[config.mk]
export PLATFORM = sky130hd
export DESIGN_NAME = dpram_port_arbiter_flat
export DESIGN_NICKNAME = d
export VERILOG_FILES = /design/src/rtl/dpram_port_arbiter_if.sv /design/src/rtl/dpram_port_arbiter.sv /design/src/flat_wrapper.sv
export SDC_FILE = /design/constraint.sdc
export NUM_CORES = 1
export LEC_CHECK = 0
export CAP_MARGIN = 20
export CORE_MARGIN = 5
export CORE_UTILIZATION = 35
export CTS_BUF_LIST = sky130_fd_sc_hd__clkbuf_4 sky130_fd_sc_hd__clkbuf_8 sky130_fd_sc_hd__clkbuf_16
export DETAILED_ROUTE_END_ITERATION = 16
export HOLD_SLACK_MARGIN = 0.06
export PLACE_DENSITY = 0.78
export RECOVER_POWER = 100
export SLEW_MARGIN = 20
export SYNTH_ARGS = -nofsm -noshare
export SYNTH_HDL_FRONTEND = slang
export SYNTH_SLANG_ARGS = --single-unit
[constraint.sdc]
create_clock -name clock -period 3.2 [get_ports clock]
set_clock_uncertainty 0.1 [all_clocks]
set_input_delay 0.64 -clock clock [delete_from_list [all_inputs] [get_ports clock]]
set_output_delay 0.64 -clock clock [all_outputs]
set_load 0.1 [all_outputs]
[src/rtl/dpram_port_arbiter_if.sv]
// dpram_port_arbiter_if
// Bundles the requester-side handshake and the single RAM port that the
// arbiter shares between them.
//   master modport : requesters plus RAM (drive hold/req/we/addr/wdata/ram_q)
//   slave modport  : the arbiter (drives ack/rvalid/rdata/ram_wren/ram_address/ram_data)
// Signals:
//   hold        - block new grants while high
//   req/we      - per-requester request and write flag (held until ack)
//   addr/wdata  - flattened per-requester address / write data, slice i = requester i
//   ack/rvalid  - one-hot single-cycle pulses: request accepted / read data valid
//   rdata       - read data shared by all requesters
//   ram_*       - connection to one port of the dual-port RAM
interface dpram_port_arbiter_if #(
    parameter int address_width = 10,
    parameter int data_width    = 8,
    parameter int num_req       = 3
);
    logic                             hold;
    logic [num_req-1:0]               req;
    logic [num_req-1:0]               we;
    logic [num_req*address_width-1:0] addr;
    logic [num_req*data_width-1:0]    wdata;
    logic [num_req-1:0]               ack;
    logic [num_req-1:0]               rvalid;
    logic [data_width-1:0]            rdata;
    logic                             ram_wren;
    logic [address_width-1:0]         ram_address;
    logic [data_width-1:0]            ram_data;
    logic [data_width-1:0]            ram_q;

    modport master (
        output hold, req, we, addr, wdata, ram_q,
        input  ack, rvalid, rdata, ram_wren, ram_address, ram_data
    );

    modport slave (
        input  hold, req, we, addr, wdata, ram_q,
        output ack, rvalid, rdata, ram_wren, ram_address, ram_data
    );
endinterface

[src/rtl/dpram_port_arbiter.sv]
// dpram_port_arbiter
// Shares one port of a dual-port RAM (1-cycle registered read) between
// num_req requesters. Round-robin arbitration, optionally with requester 0
// given absolute priority (pri0=1). One RAM access per clock; read data is
// returned on rdata with a one-hot rvalid naming the requester.
// Ports:
//   clock   - clock shared with the RAM port
//   reset_n - asynchronous active-low reset
//   bus     - dpram_port_arbiter_if.slave (requester handshake + RAM port)
module dpram_port_arbiter #(
    parameter int address_width = 10,
    parameter int data_width    = 8,
    parameter int num_req       = 3,
    parameter int pri0          = 0
) (
    input  logic                clock,
    input  logic                reset_n,
    dpram_port_arbiter_if.slave bus
);
    localparam int               idx_w    = (num_req > 1) ? $clog2(num_req) : 1;
    localparam bit               pri0_en  = (pri0 != 0);
    localparam logic [idx_w-1:0] last_rst = idx_w'(num_req - 1);
    localparam logic [num_req-1:0] one_hot0 = {{(num_req-1){1'b0}}, 1'b1};

    logic [num_req-1:0]       ack_r;
    logic [num_req-1:0]       rvalid_r;
    logic                     ram_wren_r;
    logic [address_width-1:0] ram_address_r;
    logic [data_width-1:0]    ram_data_r;
    logic [idx_w-1:0]         last_r;

    logic [num_req-1:0]       elig_s;
    logic                     rr_found_s;
    logic [idx_w-1:0]         rr_idx_s;
    logic                     grant_s;
    logic [idx_w-1:0]         win_s;
    logic                     sel_we_s;
    logic [address_width-1:0] sel_addr_s;
    logic [data_width-1:0]    sel_data_s;

    // First eligible requester after 'last', wrapping; index 0 is left out of
    // the rotation when it already has fixed priority. Iterating from the
    // farthest candidate down lets the nearest one overwrite the result.
    function automatic logic [idx_w:0] rr_pick(input logic [num_req-1:0] elig,
                                               input logic [idx_w-1:0]   last);
        logic [idx_w:0] res;
        int             idx;
        res = '0;
        for (int k = num_req; k >= 1; k--) begin
            idx = int'(last) + k;
            if (idx >= num_req) begin
                idx = idx - num_req;
            end
            if (elig[idx_w'(idx)] && !(pri0_en && (idx == 0))) begin
                res = {1'b1, idx_w'(idx)};
            end
        end
        return res;
    endfunction

    // A request whose ack is high this cycle is completing its handshake and
    // must not be granted again on the same edge.
    assign elig_s = bus.req & ~ack_r;

    // Winner selection and operand multiplexing for the next edge
    always_comb begin
        {rr_found_s, rr_idx_s} = rr_pick(elig_s, last_r);
        if (bus.hold) begin
            grant_s = 1'b0;
            win_s   = '0;
        end else if (pri0_en && elig_s[0]) begin
            grant_s = 1'b1;
            win_s   = '0;
        end else begin
            grant_s = rr_found_s;
            win_s   = rr_idx_s;
        end
        sel_we_s   = bus.we[win_s];
        sel_addr_s = bus.addr[int'(win_s) * address_width +: address_width];
        sel_data_s = bus.wdata[int'(win_s) * data_width +: data_width];
    end

    // Grant registers, round-robin pointer and read-return pulse
    always_ff @(posedge clock or negedge reset_n) begin
        if (!reset_n) begin
            ack_r         <= '0;
            rvalid_r      <= '0;
            ram_wren_r    <= 1'b0;
            ram_address_r <= '0;
            ram_data_r    <= '0;
            last_r        <= last_rst;
        end else begin
            // The RAM samples the address granted last edge now, so its data
            // appears on ram_q for the cycle that follows; writes never return.
            rvalid_r <= ack_r & {num_req{~ram_wren_r}};
            if (grant_s) begin
                ack_r         <= one_hot0 << win_s;
                ram_wren_r    <= sel_we_s;
                ram_address_r <= sel_addr_s;
                ram_data_r    <= sel_data_s;
                // A priority win by requester 0 leaves the rotation untouched.
                if (!(pri0_en && (win_s == '0))) begin
                    last_r <= win_s;
                end else begin
                    last_r <= last_r;
                end
            end else begin
                ack_r      <= '0;
                ram_wren_r <= 1'b0;
            end
        end
    end

    assign bus.ack         = ack_r;
    assign bus.rvalid      = rvalid_r;
    assign bus.ram_wren    = ram_wren_r;
    assign bus.ram_address = ram_address_r;
    assign bus.ram_data    = ram_data_r;
    assign bus.rdata       = bus.ram_q;
endmodule

[src/flat_wrapper.sv]
// flat-port wrapper written by rule: the top's interface ports become plain ports
module dpram_port_arbiter_flat 
#(
    parameter int address_width = 10,
    parameter int data_width    = 8,
    parameter int num_req       = 3,
    parameter int pri0          = 0
)
  (clock, reset_n, bus_hold, bus_req, bus_we, bus_addr, bus_wdata, bus_ram_q, bus_ack, bus_rvalid, bus_rdata, bus_ram_wren, bus_ram_address, bus_ram_data);
  dpram_port_arbiter_if #(.address_width(address_width), .data_width(data_width), .num_req(num_req)) bus_i ();
  input  logic clock;
  input  logic reset_n;
  input wire logic [$bits(bus_i.hold)-1:0] bus_hold;
  input wire logic [$bits(bus_i.req)-1:0] bus_req;
  input wire logic [$bits(bus_i.we)-1:0] bus_we;
  input wire logic [$bits(bus_i.addr)-1:0] bus_addr;
  input wire logic [$bits(bus_i.wdata)-1:0] bus_wdata;
  input wire logic [$bits(bus_i.ram_q)-1:0] bus_ram_q;
  output wire logic [$bits(bus_i.ack)-1:0] bus_ack;
  output wire logic [$bits(bus_i.rvalid)-1:0] bus_rvalid;
  output wire logic [$bits(bus_i.rdata)-1:0] bus_rdata;
  output wire logic [$bits(bus_i.ram_wren)-1:0] bus_ram_wren;
  output wire logic [$bits(bus_i.ram_address)-1:0] bus_ram_address;
  output wire logic [$bits(bus_i.ram_data)-1:0] bus_ram_data;
  assign bus_i.hold = bus_hold;
  assign bus_i.req = bus_req;
  assign bus_i.we = bus_we;
  assign bus_i.addr = bus_addr;
  assign bus_i.wdata = bus_wdata;
  assign bus_i.ram_q = bus_ram_q;
  assign bus_ack = bus_i.ack;
  assign bus_rvalid = bus_i.rvalid;
  assign bus_rdata = bus_i.rdata;
  assign bus_ram_wren = bus_i.ram_wren;
  assign bus_ram_address = bus_i.ram_address;
  assign bus_ram_data = bus_i.ram_data;
  dpram_port_arbiter #(.address_width(address_width), .data_width(data_width), .num_req(num_req), .pri0(pri0)) u_core (.clock(clock), .reset_n(reset_n), .bus(bus_i));
endmodule
* Word-level counts from Yosys, hierarchy flattened *
Cells that the tools add are included.

word-level totals
  register bits = 27
  bits in latches = 0
  bits in writable memories = 0
  ROM bits = 0
  bits of input ports = 71
  logic and storage cells = 48
  memories kept = 0

cells by class
  add/subtract/negate cells = 6
  multiply operators = 1
  divide/modulo/power cells = 0
  magnitude comparators = 7
  eq/ne operators = 0
  shift operators = 3
  muxes and demuxes = 21
  bitwise operators = 4
  reductions and logical operators = 0

operators with widths
  cell                                                        count
  indexed part select 30 x 32 -> 10 bit                       1
  indexed part select 24 x 6 -> 8 bit                         1
  less-than comparator 2 x 4 -> 1 bit, second input constant  3
  2-to-1 mux 3 bit                                            4
  >= comparator 3 x 2 -> 1 bit, second input constant         3
  2-to-1 mux 1 bit                                            9
  binary-select mux 1 bit (select 2 bit)                      4
  2-to-1 mux 2 bit                                            4
  adder 2 x 2 -> 3 bit, second input constant                 2
  bitwise AND 3 bit                                           2
  subtractor 2 x 1 -> 2 bit, second input constant            3
  multiplier 2 x 3 -> 5 bit, second input constant            1
  adder 2 x 1 -> 3 bit, second input constant                 1
  less-than comparator 2 x 3 -> 1 bit, second input constant  1
  inverter 3 bit                                              1
  << shifter 1 x 2 -> 3 bit, first input constant             1
  inverter 1 bit                                              1

* Longest topological paths before layout *
Gate-level depths: netlist of the first run.

  word-level depth = 13
  gate-level depth with buffers = 11
  mapped depth without buffers = 8

* Worst setup path before layout of the first run *
Ideal clock, no wire load.

  path type = register -> register
  from = register u_core.ack_r[0] (netlist: u_core.bus.ack[0])
  to = register u_core.ram_address_r[0] (netlist: u_core.bus.ram_address[0])
  setup time = 0.094 ns
  arrival = 2.232 ns
  data required time = 3.006 ns
  path slack = 0.774 ns
  cell stages (with the launch flop) = 9
  buffers on the path = 2
  period minus slack after synthesis = 2.426 ns
  cell sequence = dfrtp_1 > and4bb_4 > a21oi_4 > o21ai_2 > and3_1 > buf_6 > buf_12 > mux2i_1 > a211oi_1

on the way
  word-level cells in the longest chain between the ends = 11
  elaborated cells between the ends (all ways) = 18

ends and longest elaborated chain
  item                                                  line                      source
  start, declared                                       dpram_port_arbiter.sv:25  logic [num_req-1:0] ack_r;
  start signal, assigned                                dpram_port_arbiter.sv:97  ack_r <= one_hot0 << win_s;
  inverter 3 bit *                                      dpram_port_arbiter.sv:63  assign elig_s = bus.req & ~ack_r;
  bitwise AND 3 bit *                                   dpram_port_arbiter.sv:63
  binary-select mux 1 bit (select 2 bit)                dpram_port_arbiter.sv:54  if (elig[idx_w'(idx)] && !(pri0_en && (idx == 0))) begin
  2-to-1 mux 1 bit (implied by the code) (2 in series)  dpram_port_arbiter.sv:54
  2-to-1 mux 3 bit (2 in series)                        dpram_port_arbiter.sv:54
  2-to-1 mux 3 bit *                                    dpram_port_arbiter.sv:54
  2-to-1 mux 2 bit                                      dpram_port_arbiter.sv:68  if (bus.hold) begin
  multiplier 2 x 3 -> 5 bit                             dpram_port_arbiter.sv:79  sel_addr_s = bus.addr[int'(win_s) * address_width +: address_width];
  indexed part select 30 x 32 -> 10 bit                 dpram_port_arbiter.sv:79
  end signal, assigned                                  dpram_port_arbiter.sv:99  ram_address_r <= sel_addr_s;
  end, declared                                         dpram_port_arbiter.sv:28  logic [address_width-1:0] ram_address_r;

Every way passes the cells marked *; elsewhere a longest branch is shown, timed or not. The select of a mux whose other input is x is not followed.
A chain may end at the register's enable or synchronous reset.

* Worst setup path in the final report of the first run *
  from = register u_core.last_r[1]
  to = register u_core.ram_address_r[8] (netlist: u_core.bus.ram_address[8])

on the way
  word-level cells in the longest chain between the ends = 12
  elaborated cells between the ends (all ways) = 28

ends and longest elaborated chain
  item                                                                       line                                                source
  start, declared                                                            dpram_port_arbiter.sv:30                            logic [idx_w-1:0] last_r;
  start signal, assigned                                                     dpram_port_arbiter.sv:91                            last_r <= last_rst;
  start signal, assigned                                                     dpram_port_arbiter.sv:103                           last_r <= win_s;
  start signal, assigned                                                     dpram_port_arbiter.sv:105                           last_r <= last_r;
  adder 2 x 2 -> 3 bit                                                       dpram_port_arbiter.sv:50                            idx = int'(last) + k;
  >= comparator 3 x 2 -> 1 bit or subtractor 2 x 1 -> 2 bit (tied branches)  dpram_port_arbiter.sv:51, dpram_port_arbiter.sv:52
  2-to-1 mux 2 bit                                                           dpram_port_arbiter.sv:51                            if (idx >= num_req) begin
  binary-select mux 1 bit (select 2 bit)                                     dpram_port_arbiter.sv:54
  2-to-1 mux 1 bit (implied by the code) (2 in series)                       dpram_port_arbiter.sv:54
  2-to-1 mux 3 bit (2 in series)                                             dpram_port_arbiter.sv:54
  2-to-1 mux 3 bit *                                                         dpram_port_arbiter.sv:54
  2-to-1 mux 2 bit                                                           dpram_port_arbiter.sv:68
  multiplier 2 x 3 -> 5 bit                                                  dpram_port_arbiter.sv:79
  indexed part select 30 x 32 -> 10 bit                                      dpram_port_arbiter.sv:79

Marks and branches as above.

==> summary.md, run 1 <==
| Metric | Value |
|---|---|
| Status | `finished, final reports clean` |
| # clock sinks | `27` |
| Synth Warn # | `0` |
| Initial Util | `a little under two fifths` |
| TritonRoute pass-1 iters | `4` |
| Tot GR Track Use | `13.8%` |
| CP startpoint kind | `register` |
| Grt met2 use | `~23%` |
| #FFs+latches synth | `27` |
| Via density | `roughly 5` |
| Routed vias | `1448` |
| CP required | `3220 ps` |
| Class of the worst hold path | `register to register` |
| Routability cong. | `0.872` |
| Post-CTS Hold Buffers | `0` |
| Final Util | `a little over half` |
| Mapped Cells | `160` |
| Synth area leader | `dfrtp_1` |
| Dpl hpwl | `3.38 mm` |
| WS Path Type | `register to register` |
| Chip Width | `between 70 and 80 um` |
| GR Overflow Total | `0` |
| Post-route ant nets | `0` |
| Post-cts resize count | `0` |
| Row cnt | `24` |
| Crit end category | `register` |
| DR WL/cell | `~15 um` |
| Delay-heaviest family, CP | `simple AND/OR/NAND/NOR gates` |
| Critical path cell sequence | `inv_1, ha_1, nand2b_1, nand3_1, o31ai_1, nand2_1, clkbuf_2, nor3_1, a211oi_1` |
| Nets | `roughly 310` |
| Iter 0 DRT Violations | `52` |
| Crit Path Max Fanout | `23` |
| Clock root cell | `clkbuf_8` |
| Initial antenna violation count | `0` |
| Number of global-route vias before repair | `~1400` |
| Max Clk Rate | `roughly 370 MHz` |
| DRC | `0` |
| Worst EP arrival | `roughly 2800 ps` |
| Grt peak-use layer | `met2` |
| GR Util met1 | `roughly 17%` |
| Final period utilization | `a little under nine tenths` |
| Slew Limit Fails | `0` |
| N_diodes | `0` |
| Register area | `677 um^2` |
| Slowest library cell on the worst path | `dfstp_2` |
| Final hold violations | `0` |
| Buffer and inverter count on the worst path | `2` |
| Met3 usage | `5.03%` |
| Slew margin rel. | `2.57%` |
| Finished Layout Cells | `~290` |
| Post-Synthesis Net Count | `234` |
| Worst-Margin Slew | `approximately 1500 ps` |
| Reg clk slew, reported paths | `90 ps` |
| DIE AREA | `between 6000 and 7000 um^2` |
| Post-CTS Setup Bufs | `0` |
| RSZ-0062 raised after global routing | `false` |
| Synth Cell Area | `between 1500 and 2000 um^2` |
| Area growth syn-to-layout | `43.4%` |
| Final setup viols | `0` |
| Pin count of the biggest net entering global routing | `28` |
| First-pass GRT wire length | `a little under 7 mm` |
| Fill cell count | `roughly 430` |
| Unique masters post-synth | `34` |
| WL final | `between 4 and 5 mm` |
| Share of layout cells above drive strength 1 | `7.17%` |
| CTS tree | `built` |
| Setup TNS | `0 ps` |
| Post-Place Cells | `around 290` |
| Die height | `78.1 um` |
| H-tree depth | `1` |
| Register area share after synthesis | `a little over two fifths` |
| Crit path time final | `about 2700 ps` |
| Synthesized area per cell | `between 10 and 15 um^2` |
| Num CTS Buffers | `3` |
| Post-synth top area share | `roughly two fifths` |
| Clk_lat worst skew | `260 ps` |
| Longest Clk Path Bufs | `2` |
| Number of port buffers | `87` |
| Core Box Area | `between 4000 and 5000 um^2` |
| Num ports | `about 100` |
| Max-cap violation count | `0` |
| Most area-consuming cells after synthesis | `dfrtp_1, mux2i_1, a211oi_1, nor3_1, nor2_1` |
| Crit path largest cell delay | `approximately 540 ps` |
| Multi-input gate area | `787 um^2` |
[routing by layer]
metal | up-vias | wire length, um
met3 | 2 | 433
li1 | 724 | -
met1 | 663 | 1850
met5 | - | 0
met2 | 59 | 2170
met4 | 0 | 18
[metrics by stage]
step	worst slack, ps	cell area [um^2]	hold slack (ps)
after global placement	544	2390	372
after detailed placement	466	2390	374
after CTS	620	2440	387
final	475	2330	381
after global routing	243	2330	397
after floorplan	774	1620	244
[Yosys cell counts (all sizes together)]
library cell	n
dfrtp	26
dfstp	1
o211a	1
nand3	2
nand2	3
o22ai	1
a21oi	4
o211ai	1
buf	16
o31ai	2
nor3b	2
nor2b	5
a2bb2oi	1
clkbuf	3
o21ai	1
a211oi	18
and3	2
nor3	20
nand2b	3
a21o	1
ha	3
nor2	21
and4bb	1
a31o	1
inv	2
a31oi	1
mux2i	18
[registers in the layout (all words and copies together), names as in the netlist]
register and cells:
u_core.bus.ram_address 10, u_core.bus.ack 3, u_core.bus.ram_wren 1, u_core.bus.ram_data 8
u_core.last_r 2, u_core.bus.rvalid 3
[cells in the final DEF, fill, tap and decap left out, types with 2 or more instances in the layout]
cell	n
nand2_1	3
a211oi_1	18
clkbuf_8	3
a21oi_4	2
mux2i_1	18
nand3_1	2
clkdlybuf4s50_1	61
nor2_1	21
inv_1	2
clkbuf_1	26
nand2b_1	3
nor2b_1	4
o31ai_1	2
buf_4	2
nor3_1	20
clkbuf_2	2
a21oi_1	2
ha_1	3
and3_1	2
dfrtp_1	26
[cells by family (layout without fill, tap and decap cells)]
| family | Yosys count | after routing | share of synthesized area (%) |
|---|---|---|---|
| muxes | 18 | 18 | 11.1 |
| adders and majority gates | 3 | 3 | 2.31 |
| and+or+nand+nor | 59 | 59 | 18.9 |
| AOI/OAI and AO/OA | 32 | 32 | 16.1 |
| DFF | 27 | 27 | 41.7 |
| buffers and inverters | 21 | 98 | 9.94 |
[layout make-up]
class | instances | share of cell area [%]
clock buffer | 4 | 2.10
timing repair buffer | 92 | 31.9
tap | 52 | 2.79
inverter | 2 | 0.322
multi-input combinational | 112 | 33.8
sequential | 27 | 29.1
[path summary, 6_finish.rpt]
path,slack [ps],to,startpoint,cells past startpoint
worst max register to register,470,u_core.bus.ram_address[8],u_core.last_r[1],9
max in group asynchronous,1010,u_core.bus.ram_data[2],reset_n,2
worst min register to register,380,u_core.bus.rvalid[1],u_core.bus.ram_wren,1
worst max-delay path,470,u_core.bus.ram_address[8],u_core.last_r[1],9
worst min-delay path,380,u_core.bus.rvalid[1],u_core.bus.ram_wren,1
min in group asynchronous,1140,u_core.bus.rvalid[1],reset_n,2
Power of run 1 is left out: the tool's default activity adds up to more than one toggle a clock period on the data nets, which glitch-free logic cannot reach.
==> run 2, diff against run 1 <==
Settings changed: CTS_BUF_LIST sky130_fd_sc_hd__clkbuf_4 sky130_fd_sc_hd__clkbuf_8 sky130_fd_sc_hd__clkbuf_16 to not set, GPL_ROUTABILITY_DRIVEN set to 0.
==> run 2 against run 1 <==
- critical path depth unchanged
- clock-buffer cell count unchanged
- core utilization decreased by 0.085 points
- sequential share of layout area about the same
- final cell count unchanged
- first-iteration DRC count increased by 1.9%
- via count increased by 1.0%
- global-route usage unchanged
- highest routed layer unchanged
==> summary.md, run 2 (synthesized netlist as in run 1, its figures left out) <==
| Metric | Value |
|---|---|
| Status | `finished, final reports clean` |
| CP startpoint kind | `register` |
| Tot GR Track Use | `~14%` |
| Slew Limit Fails | `0` |
| Row cnt | `24` |
| Num CTS Buffers | `3` |
| Critical path cell sequence | `inv_1, ha_1, nand2b_1, nand3_1, o31ai_1, nand2_1, clkbuf_2, nor3_1, a211oi_1` |
| Number of port buffers | `between 80 and 90` |
| Via density | `roughly 5` |
| Area growth syn-to-layout | `43.1%` |
| Post-route ant nets | `0` |
| N_diodes | `0` |
| RSZ-0062 raised after global routing | `false` |
| Crit path time final | `2700 ps` |
| Final WS setup | `~500 ps` |
| GR Overflow Total | `0` |
| DR WL/cell | `~15 um` |
| Buffer and inverter count on the worst path | `2` |
| Class of the worst hold path | `register to register` |
| First-pass GRT wire length | `between 6 and 7 mm` |
| Multi-input gate area | `approximately 800 um^2` |
| Register area | `between 600 and 700 um^2` |
| Longest Clk Path Bufs | `2` |
| Clk_lat worst skew | `260 ps` |
| Reg clk slew, reported paths | `90 ps` |
| Worst-Margin Slew | `between 1000 and 1500 ps` |
| Cell Area, Placed | `2390 um^2` |
| Max-cap violation count | `0` |
| Setup TNS | `0 ps` |
| Crit path largest cell delay | `540 ps` |
| Commonest non-fill, non-tap cells in the layout | `clkdlybuf4s50_1, clkbuf_1, dfrtp_1, nor2_1, nor3_1` |
| Crit Path Max Fanout | `23` |
| Pin count of the biggest net entering global routing | `28` |
| Final period utilization | `a little over four fifths` |
| Chip Width | `just under 80 um` |
| Die height | `78.1 um` |
| Clock root cell | `clkbuf_8` |
| Pre-CTS WS | `between 400 and 500 ps` |
| WS Path Type | `register to register` |
| H-tree depth | `1` |
| Crit end category | `register` |
| Initial Util | `between 30 and 40%` |
| Final hold violations | `0` |
| Dpl hpwl | `~3.4 mm` |
| Slowest library cell on the worst path | `dfstp_2` |
| Iter 0 DRT Violations | `53` |
| Routed vias | `1463` |
| Worst hold slack | `between 300 and 400 ps` |
| Max FFs per register | `10` |
| Max Clk Rate | `between 300 and 400 MHz` |
| DIE AREA | `just over 6000 um^2` |
| Fill cell count | `between 400 and 500` |
| Slew margin rel. | `2.33%` |
| Post-cts resize count | `0` |
| Delay-heaviest family, CP | `simple AND/OR/NAND/NOR gates` |
| Commonest non-fill, non-tap cell in the layout | `clkdlybuf4s50_1` |
| DRC | `0` |
| # clock sinks | `27` |
| Share of layout cells above drive strength 1 | `between 6 and 7%` |
| Number of global-route vias before repair | `~1400` |
| Num ports | `about 100` |
| Core Box Area | `about 4400 um^2` |
| Worst EP arrival | `between 2000 and 3000 ps` |
| Initial antenna violation count | `0` |
| Post-CTS Hold Buffers | `0` |
| Final setup viols | `0` |
| Post-CTS Setup Bufs | `0` |
| CP required | `~3200 ps` |
| CTS tree | `built` |
| WL final | `around 4.5 mm` |
| Post-Layout Inst Area | `roughly 2300 um^2` |
| TritonRoute pass-1 iters | `2` |
| Reg2Reg Setup Slack | `500 ps` |
| Nets | `~310` |
==> run 2: cell counts in the layout (fill, tap and decap cells not counted) <==
Identical to the previous run, type by type.
==> run 2: final cells by class <==
| type | count | area share [%] |
|---|---|---|
| Multi-Input combinational cell | 112 | 33.9 |
| Timing Repair Buffer | 92 | 32.0 |
| Sequential cell | 27 | 29.1 |
| Tap cell | 52 | 2.80 |
| Clock buffer | 4 | 1.94 |
| Inverter | 2 | 0.323 |
==> run 2: worst paths after layout <==
check / endpoint / startpoint / depth (start not counted)
worst max register to register: u_core.bus.ram_address[8] / u_core.last_r[1] / 9
worst min register to register: u_core.bus.rvalid[1] / u_core.bus.ram_wren / 1
worst min-delay path: u_core.bus.rvalid[1] / u_core.bus.ram_wren / 1
min in group asynchronous: u_core.bus.rvalid[1] / reset_n / 2
max in group asynchronous: u_core.bus.ram_data[2] / reset_n / 2
worst max-delay path: u_core.bus.ram_address[8] / u_core.last_r[1] / 9
==> run 2: per-stage QoR <==
step	cells	util, %
after floorplan	160	-
after detailed placement	285	54.1
final	289	52.7
after CTS	289	55.1
after global placement	285	54.1
after global routing	289	52.7
==> run 2: worst register-to-register path: stages (launching register included) <==
cell      delay [ps]
dfstp_2          540
inv_1             60
ha_1             430
nand2b_1         170
nand3_1           80
o31ai_1          430
nand2_1          100
clkbuf_2         320
nor3_1           250
a211oi_1          80
==> run 2: metal layers <==
metal  vias up  wire length [um]  track usage [%]
met3         2               431             5.03
met4         0                18             3.21
li1        722                 -                -
met1       682              1860             16.9
met2        57              2160             23.2
met5         -                 0                0
Power of run 2 is left out for the same reason.
==> run 3, diff against run 2 <==
Clock period 3.2 ns to 2.74 ns, I/O delays scaled along.
==> run 3 against run 2 <==
- critical path depth stayed put
- first-iteration DRC count is 17% lower
- register-to-register slack worse by 340 ps
- die area stayed put
- maximum frequency is 4.8% higher
- sequential cell count stayed put
==> summary.md, run 3 (synthesized netlist as in run 1, its figures left out) <==
| Metric | Value |
|---|---|
| Pin count of the biggest net entering global routing | `28` |
| First-pass GRT wire length | `between 7 and 8 mm` |
| Slew margin rel. | `about 5.2%` |
| Crit Path Max Fanout | `13` |
| Post-route ant nets | `0` |
| Worst-Margin Slew | `1420 ps` |
| Worst EP arrival | `around 2600 ps` |
| CP required | `2790 ps` |
| Buffer and inverter count on the worst path | `2` |
| Clock root cell | `clkbuf_8` |
| Pre-CTS WS | `36.4 ps` |
| H-tree depth | `1` |
| CTS tree | `built` |
| Dpl hpwl | `between 3 and 4 mm` |
| Tot GR Track Use | `approximately 14%` |
| Slowest library cell on the worst path | `dfstp_2` |
| Final period utilization | `94.2%` |
| Final WS setup | `about 160 ps` |
| Max-cap violation count | `0` |
| Chip Width | `roughly 78 um` |
| TritonRoute pass-1 iters | `4` |
| DIE AREA | `approximately 6100 um^2` |
| Initial antenna violation count | `0` |
| Max Clk Rate | `388 MHz` |
| Routed vias | `approximately 1500` |
| Area growth syn-to-layout | `46.5%` |
| Slew Limit Fails | `0` |
| Max FFs per register | `10` |
| Clk_lat worst skew | `260 ps` |
| Row cnt | `24` |
| WS Path Type | `register to register` |
| Num ports | `around 100` |
| Number of global-route vias before repair | `1464` |
| N_diodes | `0` |
| RSZ-0062 raised after global routing | `false` |
| Status | `finished, final reports clean` |
| CP startpoint kind | `register` |
| DRC | `0` |
| Final hold violations | `0` |
| Commonest non-fill, non-tap cell in the layout | `clkdlybuf4s50_1` |
| Num CTS Buffers | `3` |
| Final setup viols | `0` |
| Setup TNS | `0 ps` |
| Nets | `about 320` |
| # clock sinks | `27` |
| Reg clk slew, reported paths | `90 ps` |
| DR WL/cell | `around 15 um` |
| GR Overflow Total | `0` |
| Critical path cell sequence | `inv_1, ha_1, nand2b_1, nand3_1, o31ai_1, nand2_1, buf_4, nor3_1, a211oi_1` |
| Initial Util | `between 30% and 40%` |
| Share of layout cells above drive strength 1 | `a little under a tenth` |
| Core Box Area | `approximately 4400 um^2` |
| Crit end category | `register` |
| Iter 0 DRT Violations | `between 40 and 50` |
| Die height | `slightly below 80 um` |
| Post-CTS Setup Bufs | `0` |
| Fill cell count | `approximately 440` |
| WL final | `4.51 mm` |
| Number of port buffers | `87` |
| Crit path time final | `roughly 2600 ps` |
| Crit path largest cell delay | `between 500 and 600 ps` |
| Commonest non-fill, non-tap cells in the layout | `clkdlybuf4s50_1, clkbuf_1, dfrtp_1, nor2_1, nor3_1` |
| Longest Clk Path Bufs | `2` |
| Delay-heaviest family, CP | `simple AND/OR/NAND/NOR gates` |
| Via density | `around 5` |
| Class of the worst hold path | `register to register` |
## run 3: cell types whose count changed in the layout (fill, tap and decap cells not counted), sizes merged
cell	previous run	this run
buf	2	9
clkbuf	32	30
## run 3: per-layer routing
metal  global-route usage (%)  vias up  share of wire (%)
li1                         -      735                  -
met4                     3.38        0               0.93
met2                     23.2       63                 47
met3                     3.89        4                7.9
met1                     18.2      664                 44
met5                        0        -                  0
## run 3: per-stage QoR
stage | cell area [um^2] | std cells | util [%] | hold WS [ps]
6_report | 2380 | 294 | 53.9 | 382
5_1_grt | 2380 | 294 | 53.9 | 393
4_1_cts | 2480 | 294 | 56.2 | 387
3_5_place_dp | 2420 | 290 | 54.9 | 374
3_3_place_gp | 2420 | 290 | 54.9 | 365
2_1_floorplan | 1620 | 160 | - | 152
## run 3: final timing paths
path	start	to	slack, ps	cells past startpoint
setup / recovery	u_core.last_r[1]	u_core.bus.ram_data[3]	160	9
hold / removal	u_core.bus.ram_wren	u_core.bus.rvalid[0]	380	1
setup reg to reg	u_core.last_r[1]	u_core.bus.ram_data[3]	160	9
hold reg to reg	u_core.bus.ram_wren	u_core.bus.rvalid[0]	380	1
max in group asynchronous	reset_n	u_core.bus.ack[0]	670	2
min in group asynchronous	reset_n	u_core.bus.ack[2]	1040	2
## run 3: layout make-up
class	count	area (um^2)	share of cell area [%]
sequential	27	677	28.5
inverter	2	7.51	0.316
multi-input combinational	112	801	33.7
tap	52	65.1	2.74
clock buffer	4	45.0	1.89
timing repair buffer	97	783	32.9
## run 3: repair_timing
| item | in CTS | in global routing |
|---|---|---|
| pin swaps | 1 | 0 |
| hold buffers | 0 | 0 |
| resized for setup | 1 | 1 |
| setup endpoints to repair | 1 | 14 |
Power of run 3 is left out for the same reason.
